<file path="src/rtl/mem_wb_stage.sv">
// Memory-access / write-back pipeline stage: valid/ready accept, byte-lane loads and stores,
// sign/zero extension, misalignment and funct3 checks, and a load wait with timeout fault.
module mem_wb_stage #(
    parameter int unsigned XLEN       = 32,
    parameter int unsigned ADDR_W     = 10,
    parameter int unsigned REG_ADDR_W = 5,
    parameter int unsigned TIMEOUT    = 15
) (
    input  logic                  clk,
    input  logic                  Reset,
    input  logic                  in_valid,
    output logic                  in_ready,
    input  logic                  in_is_load,
    input  logic                  in_is_store,
    input  logic [2:0]            in_funct3,
    input  logic [REG_ADDR_W-1:0] in_rd,
    input  logic [ADDR_W-1:0]     in_addr,
    input  logic [XLEN-1:0]       in_data,
    output logic                  mem_req,
    output logic                  mem_we,
    output logic [ADDR_W-1:0]     mem_addr,
    output logic [XLEN/8-1:0]     mem_be,
    output logic [XLEN-1:0]       mem_wdata,
    input  logic [XLEN-1:0]       mem_rdata,
    input  logic                  mem_rvalid,
    output logic                  wb_en,
    output logic [REG_ADDR_W-1:0] wb_rd,
    output logic [XLEN-1:0]       wb_data,
    output logic                  fault,
    output logic [1:0]            fault_code
);

    localparam int unsigned NB    = XLEN / 8;
    localparam int unsigned OFF_W = $clog2(NB);
    localparam int unsigned CNT_W = $clog2(TIMEOUT + 1);

    typedef enum logic [0:0] {StIdle, StLoadWait} state_t;

    state_t                  state;
    logic [CNT_W-1:0]        cnt;
    logic [2:0]              ld_funct3;
    logic [REG_ADDR_W-1:0]   ld_rd;
    logic [OFF_W-1:0]        ld_off;

    logic                    is_load, is_store, funct3_ok, misaligned;
    logic [OFF_W-1:0]        off;
    logic [2:0]              align_mask;
    logic [NB-1:0]           be_base;
    logic [XLEN-1:0]         data_mask, store_data, shifted, load_ext;

    assign in_ready = (state == StIdle);
    assign is_load  = in_is_load;
    assign is_store = in_is_store & ~in_is_load;
    assign off      = in_addr[OFF_W-1:0];

    always_comb begin
        funct3_ok = 1'b0;
        if (is_load) begin
            unique case (in_funct3)
                3'b000, 3'b001, 3'b010, 3'b100, 3'b101: funct3_ok = 1'b1;
                3'b011, 3'b110:                         funct3_ok = (XLEN == 64);
                default:                                funct3_ok = 1'b0;
            endcase
        end else if (is_store) begin
            unique case (in_funct3)
                3'b000, 3'b001, 3'b010: funct3_ok = 1'b1;
                3'b011:                 funct3_ok = (XLEN == 64);
                default:                funct3_ok = 1'b0;
            endcase
        end
    end

    always_comb begin
        unique case (in_funct3[1:0])
            2'b00:   begin align_mask = 3'd0; be_base = NB'(1);  end
            2'b01:   begin align_mask = 3'd1; be_base = NB'(3);  end
            2'b10:   begin align_mask = 3'd3; be_base = NB'(15); end
            default: begin align_mask = 3'd7; be_base = '1;      end
        endcase
        misaligned = (in_addr[2:0] & align_mask) != 3'd0;
        data_mask  = '0;
        for (int i = 0; i < NB; i++) begin
            data_mask[8*i +: 8] = {8{be_base[i]}};
        end
        store_data = (in_data & data_mask) << {off, 3'b000};
    end

    // Lane extraction for the pending load, using the offset/width captured at accept.
    always_comb begin
        shifted = mem_rdata >> {ld_off, 3'b000};
        unique case (ld_funct3)
            3'b000:  load_ext = XLEN'($signed(shifted[7:0]));
            3'b001:  load_ext = XLEN'($signed(shifted[15:0]));
            3'b010:  load_ext = XLEN'($signed(shifted[31:0]));
            3'b100:  load_ext = XLEN'(shifted[7:0]);
            3'b101:  load_ext = XLEN'(shifted[15:0]);
            3'b110:  load_ext = XLEN'(shifted[31:0]);
            default: load_ext = shifted;
        endcase
    end

    always_ff @(posedge clk) begin
        if (Reset) begin
            state      <= StIdle;
            cnt        <= '0;
            ld_funct3  <= '0;
            ld_rd      <= '0;
            ld_off     <= '0;
            mem_req    <= 1'b0;
            mem_we     <= 1'b0;
            mem_addr   <= '0;
            mem_be     <= '0;
            mem_wdata  <= '0;
            wb_en      <= 1'b0;
            wb_rd      <= '0;
            wb_data    <= '0;
            fault      <= 1'b0;
            fault_code <= 2'b00;
        end else begin
            mem_req    <= 1'b0;
            wb_en      <= 1'b0;
            fault      <= 1'b0;
            fault_code <= 2'b00;
            unique case (state)
                StIdle: begin
                    if (in_valid) begin
                        if ((is_load || is_store) && !funct3_ok) begin
                            fault      <= 1'b1;
                            fault_code <= 2'b11;
                        end else if ((is_load || is_store) && misaligned) begin
                            fault      <= 1'b1;
                            fault_code <= 2'b01;
                        end else if (is_load || is_store) begin
                            mem_req  <= 1'b1;
                            mem_we   <= is_store;
                            mem_addr <= in_addr & ~ADDR_W'(NB - 1);
                            mem_be   <= be_base << off;
                            if (is_store) begin
                                mem_wdata <= store_data;
                            end else begin
                                state     <= StLoadWait;
                                cnt       <= '0;
                                ld_funct3 <= in_funct3;
                                ld_rd     <= in_rd;
                                ld_off    <= off;
                            end
                        end else begin
                            wb_en   <= (in_rd != '0);
                            wb_rd   <= in_rd;
                            wb_data <= in_data;
                        end
                    end
                end
                StLoadWait: begin
                    cnt <= cnt + 1'b1;
                    // rvalid wins over a timeout landing on the same edge
                    if (mem_rvalid) begin
                        wb_en   <= (ld_rd != '0);
                        wb_rd   <= ld_rd;
                        wb_data <= load_ext;
                        state   <= StIdle;
                    end else if (cnt == CNT_W'(TIMEOUT - 1)) begin
                        fault      <= 1'b1;
                        fault_code <= 2'b10;
                        state      <= StIdle;
                    end
                end
                default: state <= StIdle;
            endcase
        end
    end

endmodule

</file>
<file path="config.mk">
export PLATFORM = sky130hd
export DESIGN_NAME = mem_wb_stage
export DESIGN_NICKNAME = d
export VERILOG_FILES = /design/src/rtl/mem_wb_stage.sv
export SDC_FILE = /design/constraint.sdc
export NUM_CORES = 1
export LEC_CHECK = 0
export CORE_ASPECT_RATIO = 0.8
export CORE_UTILIZATION = 43
export CTS_BUF_LIST = sky130_fd_sc_hd__clkbuf_4 sky130_fd_sc_hd__clkbuf_8
export CTS_CLUSTER_SIZE = 28
export DETAILED_ROUTE_END_ITERATION = 12
export GPL_TIMING_DRIVEN = 0
export PLACE_DENSITY = 0.78
export SLEW_MARGIN = 20
export SYNTH_ARGS = -nofsm -noshare
export SYNTH_HDL_FRONTEND = slang
export SYNTH_SLANG_ARGS = --single-unit
export TNS_END_PERCENT = 1
</file>
<file path="constraint.sdc">
create_clock -name clk -period 2 [get_ports clk]
set_clock_uncertainty 0.1 [all_clocks]
set_input_delay 0.2 -clock clk [delete_from_list [all_inputs] [get_ports clk]]
set_output_delay 0.2 -clock clk [all_outputs]
set_load 0.005 [all_outputs]
</file>
==> impl_metrics.env, run 1 <==
export IMPL_avgSynthCellArea_sq_um=8.70
export IMPL_rows=36
export IMPL_grt_setup_unrepaired="yes"
export IMPL_vias=5986
export IMPL_grt_total_usage_pct=30.5
export IMPL_finalWorstSetupSlack_ps=-0.754
export IMPL_hold_slack_ps=190
export IMPL_initial_core_util_pct=44.8
export IMPL_cp_arrival_ps=2210
export IMPL_clock_latency_ps=380
export IMPL_diodes=0
export IMPL_synthArstFlopShare_pct=0
export IMPL_fin_nets=917
export IMPL_multi_input_area_sq_um=3210
export IMPL_grt_max_degree=17
export IMPL_cts_num_sinks=102
export IMPL_max_slew_margin_pct=46.7
export IMPL_hp_class="input port to flop"
export IMPL_stdcell_count=1003
export IMPL_drv_cap=0
export IMPL_layout_min_cycle_time_ps=2000
export IMPL_hpwl_mm=15.9
export IMPL_setup_viol=1
export IMPL_crit_path_end_kind="flop"
export IMPL_worst_path_max_fanout=10
export IMPL_synth_edf_count=0
export IMPL_die_h_um=103
export IMPL_violations="negative setup slack"
export IMPL_die_area_sq_um=13300
export IMPL_synth_seq_cells=102
export IMPL_drive_gt1_share_pct=15.5
export IMPL_ys_flop_type="dfxtp_1"
export IMPL_grt_pass1_wl_mm=30.5
export IMPL_ant_nets=0
export IMPL_area_growth_pct=42.0
export IMPL_cts_hold_fix_buffers=0
export IMPL_gp_congestion=0.915
export IMPL_num_fill_cells=1059
export IMPL_hold_violations=0
export IMPL_syn_cell_area_sq_um=5540
export IMPL_netlist_instances=636
export IMPL_grt_overflow=0
export IMPL_placedInstanceArea_sq_um=7470
export IMPL_drtIter0Drc=640
export IMPL_drt_wirelength_per_cell_um=20.6
export IMPL_max_stage_delay_ps=550
export IMPL_critical_path_class="flop to flop"
export IMPL_htreeDepth=3
export IMPL_routed_wl_mm=20.6
export IMPL_max_clock_path_buffers=2
export IMPL_viasPerCell=5.97
export IMPL_max_freq_mhz=500
export IMPL_cts_tree="built"
export IMPL_antenna_found_initial=0
export IMPL_seqCellArea_sq_um=2040
export IMPL_dr_pass1_iters=5
export IMPL_postLayoutCellArea_sq_um=7860
export IMPL_final_common_cell="clkdlybuf4s50_1"
export IMPL_power_density_nw_per_um2=574
export IMPL_ys_warn_count=0
export IMPL_die_w_um=129
export IMPL_post_place_ws_ps=-502
export IMPL_worstSetupStartpointType="flop"
export IMPL_worst_ep_required_time_ps=2210
export IMPL_ys_types=58
export IMPL_slowest_stage="or4b_4"
export IMPL_leakagePower_nw=2.56
export IMPL_tightest_slew_ps=800
export IMPL_synth_seq_area_share_pct=36.9
export IMPL_outcome="finished with violations"
export IMPL_drv_slew=0
export IMPL_fin_crit_sh_pct=100
export IMPL_final_cell_mix="171 x clkdlybuf4s50_1, 100 x dfxtp_1, 52 x nand2_1"
export IMPL_ir_worst_vdd_mv=0.355
export IMPL_root_buffer="clkbuf_8"
export IMPL_grt_pass1_vias=5563
export IMPL_worstPathCellList="buf_6, or4b_4, a21oi_4, nor4_4, buf_4, buf_8, a221oi_2"
export IMPL_pin_count=178
export IMPL_cts_clk_slew_worst_paths_ps=100
export IMPL_cts_buffers=9
export IMPL_drc=0
export IMPL_finalPower_mw=4.51
export IMPL_portBuffers=172
export IMPL_coreArea_sq_um=12300
export IMPL_placed_cells=980
==> layer usage <==
metal  routed length, um  up-vias  GRT usage (%)
li1                    -     2731              -
met1                8840     2867           41.7
met2                9390      345           48.4
met3                2020       43           6.79
met4                 373        0           8.60
met5                   0        -              0
==> worst max-delay path, delay by kind of cell (launching register included) <==
kind / cells / cell delay, ps
buf+inv: 3 / 480
compound gates: 2 / 430
flops: 1 / 320
simple gates: 2 / 590
==> final cells by class <==
| cell class | count | area share (%) |
|---|---|---|
| inverter | 3 | 0.191 |
| tap | 171 | 2.72 |
| multi-input combinational | 466 | 40.9 |
| timing repair buffer | 179 | 22.6 |
| buffer | 66 | 4.89 |
| sequential | 102 | 26.0 |
| clock inverter | 4 | 0.685 |
| clock buffer | 12 | 2.02 |
==> registers in the layout, indices dropped and copies added (netlist names) <==
signal,count
wb_en,1
wb_data,32
mem_req,1
mem_be,4
state,1
ld_rd,5
fault_code,2
ld_funct3,3
ld_off,2
cnt,4
fault,1
wb_rd,5
mem_we,1
mem_wdata,32
mem_addr,8
==> cell usage after synthesis (all sizes together) (10+ instances only) <==
master	number	area share, %
a221oi	16	4.3
mux2	23	4.7
nor2	30	2.0
nand3	13	1.2
nand2	53	3.9
a31oi	10	1.1
buf	28	3.5
a21oi	49	4.5
o211ai	10	1.4
o21ai	64	6.5
dfxtp	102	37
nand2b	39	4.4
mux2i	23	4.2
nand4	17	1.9
a211oi	37	5.0
clkbuf	38	2.6
==> final timing paths <==
kind                            cells after the start                  endpoint                startpoint  slack [ps]
worst max register to register                      7  wb_data[22]$_SDFFE_PP0P_    ld_off[0]$_SDFFE_PP0P_        -0.8
worst max-delay path                                7  wb_data[22]$_SDFFE_PP0P_    ld_off[0]$_SDFFE_PP0P_        -0.8
worst min-delay path                                3    mem_be[1]$_SDFFE_PP0P_                in_addr[1]         190
worst min register to register                      2  wb_data[27]$_SDFFE_PP0P_  wb_data[27]$_SDFFE_PP0P_         380
==> through the flow <==
stage               utilization [%]  setup TNS [ps]
finish                         63.7          -0.754
global route                   63.7            -639
CTS                            62.6            -341
detailed placement             60.6          -33470
global placement               60.6          -30930
floorplan                         -               0
==> power by group <==
group,switching (mW),leakage [nW],internal [mW]
clock,0.750,0.103,0.666
combinational,0.485,1.62,0.463
sequential,0.0466,0.828,2.10
total,1.28,2.56,3.23
==> cells by family after synthesis <==
family,count (synthesis),share of synthesized area [%]
buffers and inverters,69,6.35
AND/OR/NAND/NOR,195,19.4
flip-flops,102,36.9
AO/OA/AOI/OAI,219,27.5
XOR/XNOR,1,0.158
other,1,0.0677
adder cells (fa/ha/maj),2,0.452
multiplexers,47,9.25
==> timing repair <==
action / CTS / global route
buffers inserted: 0 / 7
endpoints found under the setup margin: 58 / 79
resized for setup: 13 / 34
pin swaps: 2 / 4
Note: power is estimated with default switching activity, not from simulation.
==> inputs of run 2 (changes only) <==
TNS_END_PERCENT = unset   (was 1)
==> run 2 against run 1 <==
The run now ends clean. Register-to-register slack better by 30 ps. Via count up 0.89%. Sequential power about the same. Clock power about the same. Utilization up 0.24 points. Sequential share of layout area down 0.11 points. Critical path type unchanged. Critical endpoint is now wb_data[19]$_SDFFE_PP0P_. Largest power group unchanged. Highest routed layer unchanged.
==> impl_metrics.env, run 2 (synthesis results as in run 1) <==
export IMPL_outcome="finished, final reports clean"
export IMPL_fin_nets=917
export IMPL_drt_wirelength_per_cell_um=20.8
export IMPL_cp_arrival_ps=2180
export IMPL_worst_ep_required_time_ps=2200
export IMPL_drc=0
export IMPL_final_common_cell="clkdlybuf4s50_1"
export IMPL_hpwl_mm=15.9
export IMPL_ant_nets=0
export IMPL_rows=36
export IMPL_finalWorstSetupSlack_ps=25.5
export IMPL_cts_num_sinks=102
export IMPL_root_buffer="clkbuf_8"
export IMPL_holdCritStartpoint="in_addr[1]"
export IMPL_grt_pass1_vias=5604
export IMPL_crit_path_end_kind="flop"
export IMPL_fin_crit_sh_pct=98.7
export IMPL_rrSetupSlack_ps=30
export IMPL_hp_class="input port to flop"
export IMPL_clock_latency_ps=390
export IMPL_gp_congestion=0.915
export IMPL_postLayoutCellArea_sq_um=7890
export IMPL_initial_core_util_pct=44.8
export IMPL_htreeDepth=3
export IMPL_layout_min_cycle_time_ps=1970
export IMPL_max_clock_path_buffers=2
export IMPL_drtIter0Drc=594
export IMPL_grt_overflow=0
export IMPL_grt_max_degree=17
export IMPL_max_stage_delay_ps=550
export IMPL_grt_total_usage_pct=30.5
export IMPL_leakagePower_nw=2.57
export IMPL_viasPerCell=6.02
export IMPL_worstSetupStartpointType="flop"
export IMPL_slowest_stage="or4b_4"
export IMPL_vias=6039
export IMPL_final_cell_mix="172 x clkdlybuf4s50_1, 101 x dfxtp_1, 52 x nand2_1"
export IMPL_top_regs="mem_wdata x32, wb_data x32, mem_addr x8"
export IMPL_cts_buffers=9
export IMPL_antenna_found_initial=0
export IMPL_placedInstanceArea_sq_um=7470
export IMPL_die_area_sq_um=13300
export IMPL_setup_viol=0
export IMPL_worst_path_max_fanout=10
export IMPL_die_w_um=129
export IMPL_diodes=0
export IMPL_drv_slew=0
export IMPL_pin_count=178
export IMPL_area_growth_pct=42.5
export IMPL_cts_clk_slew_worst_paths_ps=100
export IMPL_grt_pass1_wl_mm=30.6
export IMPL_drv_cap=0
export IMPL_drive_gt1_share_pct=15.3
export IMPL_portBuffers=172
export IMPL_r2r_start="state$_SDFF_PP0_"
export IMPL_cp_buffers_inverters=3
export IMPL_max_freq_mhz=506
export IMPL_critical_path_class="flop to flop"
export IMPL_coreArea_sq_um=12300
export IMPL_cts_tree="built"
export IMPL_worstPathCellList="buf_6, or4b_4, buf_12, nand2_8, clkbuf_16, o21ai_2, a221oi_2"
export IMPL_die_h_um=103
export IMPL_critical_path_top_delay_family="simple AND/OR/NAND/NOR gates"
export IMPL_ir_worst_vdd_mv=0.356
export IMPL_power_density_nw_per_um2=574
export IMPL_max_slew_margin_pct=46.6
export IMPL_hold_slack_ps=185
export IMPL_routed_wl_mm=20.9
export IMPL_cp_startpoint="state$_SDFF_PP0_"
export IMPL_tightest_slew_ps=801
export IMPL_dr_pass1_iters=6
export IMPL_hold_violations=0
export IMPL_post_place_ws_ps=-502
## run 2: what timing repair did
item	4_1_cts	5_1_grt
gates resized for setup	12	31
gates cloned	0	3
hold buffers	0	0
pin swaps	1	6
setup buffers	2	3
endpoints found under the setup margin	58	75
## run 2: worst register-to-register path: cells and delay by family (launching register included)
| family | cells | cell delay [ps] |
|---|---|---|
| AO/OA/AOI/OAI | 2 | 300 |
| AND/OR/NAND/NOR | 2 | 660 |
| flip-flops | 1 | 350 |
| buffers and inverters | 3 | 480 |
## run 2: final cells by class
type | count | area, sq um
Inverter | 3 | 11.3
Tap cell | 171 | 214
Multi-Input combinational cell | 467 | 3200
Timing Repair Buffer | 179 | 1820
Clock inverter | 4 | 53.8
Clock buffer | 12 | 159
Fill cell | 1063 | 4450
Buffer | 65 | 385
Sequential cell | 102 | 2040
## run 2: worst paths after layout
check / end / depth (start not counted)
setup / recovery: wb_data[19]$_SDFFE_PP0P_ / 7
hold / removal: mem_be[1]$_SDFFE_PP0P_ / 3
setup reg to reg: wb_data[19]$_SDFFE_PP0P_ / 7
hold reg to reg: wb_data[27]$_SDFFE_PP0P_ / 2
## run 2: layer usage
layer	part of all wire [%]	global-route usage, %	vias up
li1	-	-	2733
met1	43	41.8	2901
met2	45	48.0	357
met3	10	6.89	48
met4	1.9	9.41	0
met5	0	0	-
## run 2: per-stage QoR
stage	TNS, ps	utilization, %	total power, mW	std cells
floorplan	0	-	2.60	637
global placement	-30930	60.6	3.07	980
detailed placement	-33470	60.6	3.09	980
CTS	0	62.7	4.48	998
global route	-32.5	63.9	4.69	1003
finish	0	63.9	4.53	1003
## run 2: where the power goes
part           total, mW  internal, mW  leakage, nW  switching, mW
logic              0.966         0.475         1.64          0.491
clock network       1.42         0.666        0.103          0.756
registers           2.14          2.10        0.828         0.0456
==> inputs of run 3 (changes only) <==
clock period = 1.6 ns   (was 2 ns; I/O delays follow)
==> run 3 against run 2 <==
The flow now finishes with violations (negative setup slack). Cell count rose by 3.0%. Non-clock buffer count increased by 30. Clock-buffer cell count is 1 lower. Combinational power rose by 49%. Flip-flop and latch count is the same. Wire length is 12% higher. Global-route usage rose by 2.8 points. Critical endpoint is now in_ready.
==> impl_metrics.env, run 3 (synthesis results as in run 1) <==
export IMPL_clock_latency_ps=390
export IMPL_ant_nets=0
export IMPL_grt_pass1_wl_mm=33.1
export IMPL_drv_cap=0
export IMPL_portBuffers=172
export IMPL_htreeDepth=3
export IMPL_postLayoutCellArea_sq_um=8830
export IMPL_worst_ep_required_time_ps=1340
export IMPL_holdCritStartpoint="in_addr[2]"
export IMPL_drv_slew=0
export IMPL_ir_worst_vdd_mv=0.410
export IMPL_outcome="finished with violations"
export IMPL_drc=0
export IMPL_num_fill_cells=893
export IMPL_violations="negative setup slack"
export IMPL_grt_max_degree=18
export IMPL_grt_pass1_vias=6026
export IMPL_final_common_cell="clkdlybuf4s50_1"
export IMPL_worst_path_max_fanout=7
export IMPL_hold_slack_ps=148
export IMPL_cts_tree="built"
export IMPL_hold_violations=0
export IMPL_grt_setup_unrepaired="yes"
export IMPL_drive_gt1_share_pct=29.5
export IMPL_multi_input_area_sq_um=3600
export IMPL_vias=6374
export IMPL_rows=36
export IMPL_r2r_start="state$_SDFF_PP0_"
export IMPL_hpwl_mm=16.1
export IMPL_max_freq_mhz=524
export IMPL_critical_path_class="flop to primary output"
export IMPL_max_slew_margin_pct=37.7
export IMPL_final_cell_mix="168 x clkdlybuf4s50_1, 89 x dfxtp_1, 51 x nand2_1"
export IMPL_worstSetupStartpointType="flop"
export IMPL_r2r_cells=6
export IMPL_initial_core_util_pct=44.8
export IMPL_antenna_found_initial=0
export IMPL_setup_viol=83
export IMPL_layout_min_cycle_time_ps=1910
export IMPL_finalWorstSetupSlack_ps=-307
export IMPL_tightest_slew_ps=934
export IMPL_pin_count=178
export IMPL_grt_overflow=0
export IMPL_holdPathStages=3
export IMPL_fin_crit_sh_pct=119
export IMPL_die_w_um=129
export IMPL_gp_congestion=0.877
export IMPL_cts_num_sinks=102
export IMPL_placedInstanceArea_sq_um=7500
export IMPL_finalPower_mw=5.95
export IMPL_cp_arrival_ps=1650
export IMPL_top_regs="mem_wdata x32, wb_data x32, mem_addr x8"
export IMPL_area_growth_pct=59.6
export IMPL_crit_path_end_kind="primary output"
export IMPL_cp_startpoint="state$_SDFF_PP0_"
export IMPL_seqCellArea_sq_um=2060
export IMPL_drt_wirelength_per_cell_um=22.7
export IMPL_die_h_um=103
export IMPL_routed_wl_mm=23.4
export IMPL_cts_buffers=9
export IMPL_dr_pass1_iters=7
export IMPL_die_area_sq_um=13300
export IMPL_diodes=0
export IMPL_hp_class="input port to flop"
export IMPL_grt_total_usage_pct=33.3
export IMPL_coreArea_sq_um=12300
export IMPL_power_density_nw_per_um2=673
export IMPL_leakagePower_nw=2.98
export IMPL_cts_clk_slew_worst_paths_ps=100
export IMPL_max_clock_path_buffers=2
export IMPL_fin_nets=947
export IMPL_root_buffer="clkbuf_8"
export IMPL_viasPerCell=6.17
export IMPL_cts_hold_fix_buffers=0
export IMPL_drtIter0Drc=703
[run 3: path summary, 6_finish.rpt]
kind,end,slack [ps]
max,in_ready,-310
min,mem_addr[2]$_SDFFE_PP0P_,150
max reg2reg,wb_data[23]$_SDFFE_PP0P_,-310
min reg2reg,mem_wdata[14]$_SDFFE_PP0P_,370
[run 3: worst max-delay path, stage by stage, from the launching register on]
cell and delay [ps]:
dfxtp_2 340, buf_6 130, inv_2 110, clkbuf_8 170, clkdlybuf4s50_1 500
[run 3: where the power goes]
group | total (mW) | internal [mW] | switching [mW]
clock network | 1.83 | 0.827 | 1.00
registers | 2.68 | 2.62 | 0.0623
logic | 1.44 | 0.711 | 0.726
total | 5.95 | 4.16 | 1.79
[run 3: stage by stage]
stage	cells	util (%)	setup slack, ps	setup TNS, ps
2_1_floorplan	637	-	-165	-3220
3_3_place_gp	980	60.8	-759	-58140
3_5_place_dp	980	60.8	-852	-61240
4_1_cts	1018	67.4	-290	-8550
5_1_grt	1033	71.6	-341	-16440
6_report	1033	71.6	-307	-13420
[run 3: cell type report]
| class | count | area share [%] |
|---|---|---|
| Inverter | 3 | 0.127 |
| Tap cell | 171 | 2.42 |
| Buffer | 61 | 5.43 |
| Timing Repair Buffer | 213 | 25.5 |
| Clock buffer | 11 | 1.71 |
| Multi-Input combinational cell | 467 | 40.7 |
| Sequential cell | 102 | 23.4 |
| Clock inverter | 5 | 0.737 |
[run 3: per-layer routing]
layer | vias up | global-route usage [%] | routed length (um)
li1 | 2804 | - | -
met1 | 3072 | 43.0 | 9370
met2 | 431 | 54.3 | 10800
met3 | 67 | 8.02 | 2480
met4 | 0 | 12.7 | 715
met5 | - | 0 | 0
[run 3: what timing repair did]
action,in CTS,in global routing
hold endpoints to repair,0,0
pin swaps,24,30
cloned,5,8
setup buffers,21,12
resized for setup,106,122
endpoints found under the setup margin,97,97
